## config.mk

```make
export PLATFORM = sky130hd
export DESIGN_NAME = axis_mash_rate_ctrl
export DESIGN_NICKNAME = d
export VERILOG_FILES = /design/src/rtl/axis_mash_rate_ctrl.sv
export SDC_FILE = /design/constraint.sdc
export NUM_CORES = 1
export LEC_CHECK = 0
export BUFFER_PORTS_ARGS = -buffer_cell sky130_fd_sc_hd__clkbuf_2
export CAP_MARGIN = 20
export CORE_ASPECT_RATIO = 0.7
export CORE_UTILIZATION = 30
export CTS_CLUSTER_DIAMETER = 50
export DETAILED_ROUTE_END_ITERATION = 6
export GPL_TIMING_DRIVEN = 0
export SETUP_SLACK_MARGIN = 0.15
export SLEW_MARGIN = 15
export SYNTH_ARGS = -nofsm -noshare
export SYNTH_HDL_FRONTEND = slang
export SYNTH_SLANG_ARGS = --single-unit
```

## constraint.sdc

```tcl
create_clock -name aclk -period 4.8 [get_ports aclk]
set_input_delay 0.48 -clock aclk [delete_from_list [all_inputs] [get_ports aclk]]
set_output_delay 0.48 -clock aclk [all_outputs]
set_load 0.03 [all_outputs]
```

## src/rtl/axis_mash_rate_ctrl.sv

```systemverilog
// ---------------------------------------------------------------------------
// axis_mash_rate_ctrl
//
// Sample-rate sequencer placed in front of the MASH 1-1 modulator. Audio-rate
// samples arrive on an AXI-Stream slave. Each sample is presented to the
// modulator for exactly osr_q accepted beats, which gives zero-order-hold
// upsampling. One sample is buffered ahead of the one being output. The
// output holds midscale while the block is disabled. An underflow is counted
// whenever a hold period ends and no buffered sample is ready to replace it.
//
// Ports:
//   aclk, arst_n          clock, asynchronous active-low reset
//   cfg_enable            run request; dropping it returns to IDLE at next edge
//   cfg_osr               beats per input sample (0 and 1 both mean 1),
//                         latched on the IDLE->PRIME transition only
//   clr_underflow         single-cycle clear of underflow flag and count
//   s_axis_data_*         audio-rate input stream (offset-binary samples)
//   m_axis_data_*         modulator-rate output stream
//   stat_running          high while in RUN
//   stat_underflow        sticky underflow flag
//   stat_underflow_cnt    saturating underflow count
// ---------------------------------------------------------------------------
module axis_mash_rate_ctrl #(
  parameter int WIDTH = 16,
  parameter int OSR_W = 16
) (
  input  logic             aclk,
  input  logic             arst_n,
  input  logic             cfg_enable,
  input  logic [OSR_W-1:0] cfg_osr,
  input  logic             clr_underflow,
  input  logic [WIDTH-1:0] s_axis_data_tdata,
  input  logic             s_axis_data_tvalid,
  output logic             s_axis_data_tready,
  output logic [WIDTH-1:0] m_axis_data_tdata,
  output logic             m_axis_data_tvalid,
  input  logic             m_axis_data_tready,
  output logic             stat_running,
  output logic             stat_underflow,
  output logic [15:0]      stat_underflow_cnt
);

  localparam logic [WIDTH-1:0] MID = {1'b1, {(WIDTH-1){1'b0}}};
  localparam logic [OSR_W-1:0] OSR_ONE = {{(OSR_W-1){1'b0}}, 1'b1};
  localparam logic [15:0] UF_MAX = 16'hFFFF;
  localparam logic [15:0] UF_ONE = 16'd1;

  typedef enum logic [1:0] {
    IDLE,
    PRIME,
    RUN
  } state_t;

  state_t state;
  state_t state_nxt;

  logic [WIDTH-1:0] cur;
  logic [WIDTH-1:0] nxt;
  logic             nxt_valid;
  logic [OSR_W-1:0] cnt;
  logic [OSR_W-1:0] osr_q;

  logic in_hs;
  logic beat;
  logic terminal;
  logic underflow_evt;

  assign in_hs    = s_axis_data_tvalid && s_axis_data_tready;
  assign beat     = m_axis_data_tvalid && m_axis_data_tready;
  assign terminal = (cnt == (osr_q - OSR_ONE));

  // A terminal beat with nothing buffered keeps the current sample on the
  // output and is recorded as an underflow.
  assign underflow_evt = (state == RUN) && beat && terminal && !nxt_valid;

  assign m_axis_data_tdata = cur;

  // State register.
  always_ff @(posedge aclk or negedge arst_n) begin
    if (!arst_n) begin
      state <= IDLE;
    end else begin
      state <= state_nxt;
    end
  end

  // Next-state logic. Dropping cfg_enable wins over everything else.
  always_comb begin
    state_nxt = state;
    if (!cfg_enable) begin
      state_nxt = IDLE;
    end else begin
      case (state)
        IDLE:    state_nxt = PRIME;
        PRIME:   if (s_axis_data_tvalid) state_nxt = RUN;
        RUN:     state_nxt = RUN;
        default: state_nxt = IDLE;
      endcase
    end
  end

  // Output logic. Ready depends only on the state register and nxt_valid, so
  // there is no combinational path from either tvalid or m_axis_data_tready.
  always_comb begin
    m_axis_data_tvalid = 1'b0;
    s_axis_data_tready = 1'b0;
    stat_running       = 1'b0;
    case (state)
      PRIME: begin
        s_axis_data_tready = 1'b1;
      end
      RUN: begin
        m_axis_data_tvalid = 1'b1;
        s_axis_data_tready = !nxt_valid;
        stat_running       = 1'b1;
      end
      default: begin
      end
    endcase
  end

  // Sample datapath and beat counter. An input handshake in RUN needs
  // nxt_valid=0 and a swap needs nxt_valid=1, so the two updates of the
  // buffer can never land on the same edge.
  always_ff @(posedge aclk or negedge arst_n) begin
    if (!arst_n) begin
      cur       <= MID;
      nxt       <= '0;
      nxt_valid <= 1'b0;
      cnt       <= '0;
      osr_q     <= OSR_ONE;
    end else if (!cfg_enable) begin
      cur       <= MID;
      nxt_valid <= 1'b0;
      cnt       <= '0;
    end else begin
      case (state)
        IDLE: begin
          osr_q <= (cfg_osr == '0) ? OSR_ONE : cfg_osr;
        end
        PRIME: begin
          if (in_hs) begin
            cur <= s_axis_data_tdata;
            cnt <= '0;
          end
        end
        RUN: begin
          if (in_hs) begin
            nxt       <= s_axis_data_tdata;
            nxt_valid <= 1'b1;
          end
          if (beat) begin
            if (terminal) begin
              cnt <= '0;
              if (nxt_valid) begin
                cur       <= nxt;
                nxt_valid <= 1'b0;
              end
            end else begin
              cnt <= cnt + OSR_ONE;
            end
          end
        end
        default: begin
        end
      endcase
    end
  end

  // Underflow status. Only reset or clr_underflow clears it; a clear that
  // coincides with a new underflow leaves that underflow recorded.
  always_ff @(posedge aclk or negedge arst_n) begin
    if (!arst_n) begin
      stat_underflow     <= 1'b0;
      stat_underflow_cnt <= '0;
    end else if (clr_underflow) begin
      stat_underflow     <= underflow_evt;
      stat_underflow_cnt <= underflow_evt ? UF_ONE : '0;
    end else if (underflow_evt) begin
      stat_underflow <= 1'b1;
      if (stat_underflow_cnt != UF_MAX) begin
        stat_underflow_cnt <= stat_underflow_cnt + UF_ONE;
      end
    end
  end

endmodule
```

==> results by group <==
CTS
  • Clock Latency Late Sink: 0.34 ns
  • Worst-path clk slew: approximately 0.06 ns
  • Post-CTS setup buffers: 0
  • Hold_buf cts: 0
  • # clock sinks: 84
  • Maximum clock path buffer count: 2
  • CTS tree: built
  • Root Buffer Master: clkbuf_16
  • # H-tree levels: 3
  • Inserted Clock Buffers: 9
  • Post-CTS sizing: 0

Yosys
  • Post-synth top area share: a little over two fifths
  • Syn nets: 483
  • Post-Synthesis Cells: around 440
  • Cell taking the most area after synthesis: dfrtp_1
  • Post-Synth Adder-Cell Area: 1.604%
  • Synth Area in Compound Gates: about 5.9%
  • Xor/xnor cell area share of the yosys netlist: ~6.7%
  • YS warnings: 0
  • Most used DFF post-synth: dfrtp_1
  • Most frequent cells after synthesis: dfrtp_1 (82), mux2_2 (41), nor2_1 (34)
  • Netlist cell types: 55
  • Largest family of logic cells by synthesized area: simple AND/OR/NAND/NOR gates
  • Simple-gate portion of the synthesized area: 19.19%
  • Flops & latches, synth: 84
  • EDFF count, synth: 0
  • Syn Area/Cell: 10.66 µm²
  • FFs w/ async S/R, synth: 100.0%
  • Mux cell area share after synthesis: around 18%
  • Most frequent cell after synthesis: dfrtp_1
  • Sequential area share after synthesis: 44.96%
  • Synthesized area: 4681 µm²
  • Area contributors post-synth: dfrtp_1 (44%), mux2_2 (9.9%), mux2i_1 (4.7%)

GRT
  • Antenna violations before repair: 0
  • Gr usage total: around 14%
  • First-pass GRT wire length: 17.97 mm
  • Number of global-route vias before repair: roughly 3400
  • Pin count of the biggest net entering global routing: 54
  • Grt total ovfl: 0

Timing
  • Hold Vio Cnt, Final: 0
  • Tmin final: 3.066 ns
  • Max Transition Viols Final: 0
  • Worst Hold Slack: between 0.1 and 0.15 ns
  • Final setup TNS: 0 ns
  • Maximum clock rate: around 330 MHz
  • Unrepaired setup endpoints after global routing: no
  • Slew margin rel.: 56.11%
  • # setup viols final: 0
  • Layout Skew: ~0.012 ns
  • Worst Tran Pin Value: 0.6584 ns
  • Period utilisation layout: 63.89%

Run
  • Max-Cap Viols: 0

Critical path
  • Startpoint class of the critical path: register
  • Arrival time worst endpoint: 3.28 ns
  • Worst Path Max Fanout: 10
  • CP Data Required Time: 5.02 ns
  • Worst r2r src: osr_q[1]
  • Setup crit end kind: register
  • Critical path type: register to register
  • Crit path from: osr_q[1]

Routing
  • Antenna Violating Nets Remaining: 0
  • DRT Wirelength: between 10 and 15 mm
  • DRT iter0 DRCs: 197
  • Residual DRC: 0
  • Via-per-instance ratio: 4.874
  • Routed length per instance: roughly 15 µm
  • TritonRoute pass-1 iters: 4
  • DR vias: 3524

Cells and area
  • Area grow syn2layout: 20.50%
  • Ant. Diodes: 0
  • Layout cell share with drive strength beyond 1: around 30%
  • Final net count: around 570

Floorplanning
  • Core Footprint: 14950 µm²
  • Die width: 151.3 µm
  • Die H: about 110 µm
  • Initial Utilization: between 30% and 40%
  • # rows: 37
  • Die Footprint: 16110 µm²
  • Io pins: 74

Worst hold path
  • Min-Delay Path Class: input port to asynchronous set/reset pin

Power
  • Worst-case vdd ir drop: between 0.2 and 0.25 mV
  • Static Leak: 2.501 nW
  • Pwr/cell area: 527.2 nW/µm²

Status
  • Status: finished, final reports clean

Place
  • Final HPWL DP: 8.213 mm
  • Gpl congestion: about 0.85
  • PortBufs: 73
-- stage by stage --
stage	total power [W]	instance area (µm²)	worst slack (ns)	util, %	cells
floorplan	0.001944	4681	2.183	-	439
detailed placement	0.002241	5320	1.748	35.58	708
finish	0.002974	5640	1.734	37.72	723
CTS	0.003004	5640	1.740	37.72	723
global route	0.003175	5640	1.380	37.72	723
global placement	0.002189	5290	1.798	35.38	707
-- cell type report --
cell class	count	area, µm²
buffer	21	122.6
clock buffer	13	260.3
clock inverter	2	60.06
fill	1498	9313
inverter	15	56.30
multi-input combinational	319	2397
sequential	84	2105
tap	195	244.0
timing repair buffer	74	395.4
-- logic make-up after synthesis --
logic type,after synthesis
AOI/OAI and AO/OA,42
xor gates and xnor gates,36
adders and majority gates,6
buffers and inverters,36
DFF,84
muxes,73
and+or+nand+nor,162
-- cell usage in the layout, fill, tap and decap left out, types with 10 or more instances in the layout --
cell	count
mux2_2	41
mux2i_1	22
o21ai_0	12
nor2b_1	25
dfrtp_1	82
nand3_1	15
inv_1	15
nand4_1	17
nor3_1	13
mux2_4	10
nand2_1	22
xor2_1	13
xnor2_1	23
a21oi_1	10
clkbuf_2	72
nor2_1	34
clkbuf_1	13
-- final timing paths --
path	to	depth (start not counted)	slack, ns
setup / recovery	cnt[15]	10	1.73
hold / removal	m_axis_data_tdata[0]	1	0.12
setup reg to reg	cnt[15]	10	1.73
hold reg to reg	m_axis_data_tdata[7]	1	0.51
max in group asynchronous	osr_q[0]	2	4.00
min in group aclk	osr_q[11]	2	0.39
-- report_power, final --
group / internal (W) / switching [W]
Sequential: 0.000921 / 0.000179
Combinational: 0.000516 / 0.000604
Clock: 0.000482 / 0.000272
Total: 0.00192 / 0.00105
-- state kept, by name (all words and copies together), names as in the netlist --
signal	flops
cnt	16
m_axis_data_tdata	16
nxt	16
osr_q	16
stat_underflow_cnt	16
state	2
nxt_valid	1
stat_underflow	1
-- layer usage --
metal / part of all wire [%] / vias up / global-route usage [%]
met5: 0 / - / 0
met4: 0.83 / 0 / 3.000
met3: 5.5 / 11 / 3.648
met2: 41 / 90 / 20.87
met1: 53 / 1706 / 21.02
li1: - / 1717 / -
-- critical path, stage by stage, from the launching register on --
cell and delay, ns:
dfrtp_1 0.43, inv_1 0.08, ha_1 0.23, nor4b_1 0.36
nand4_1 0.16, xnor2_1 0.22, nor4_4 0.40, nand4_1 0.31
a21oi_1 0.40, buf_2 0.28, nor2_1 0.08
Note: power is estimated with default switching activity, not from simulation.
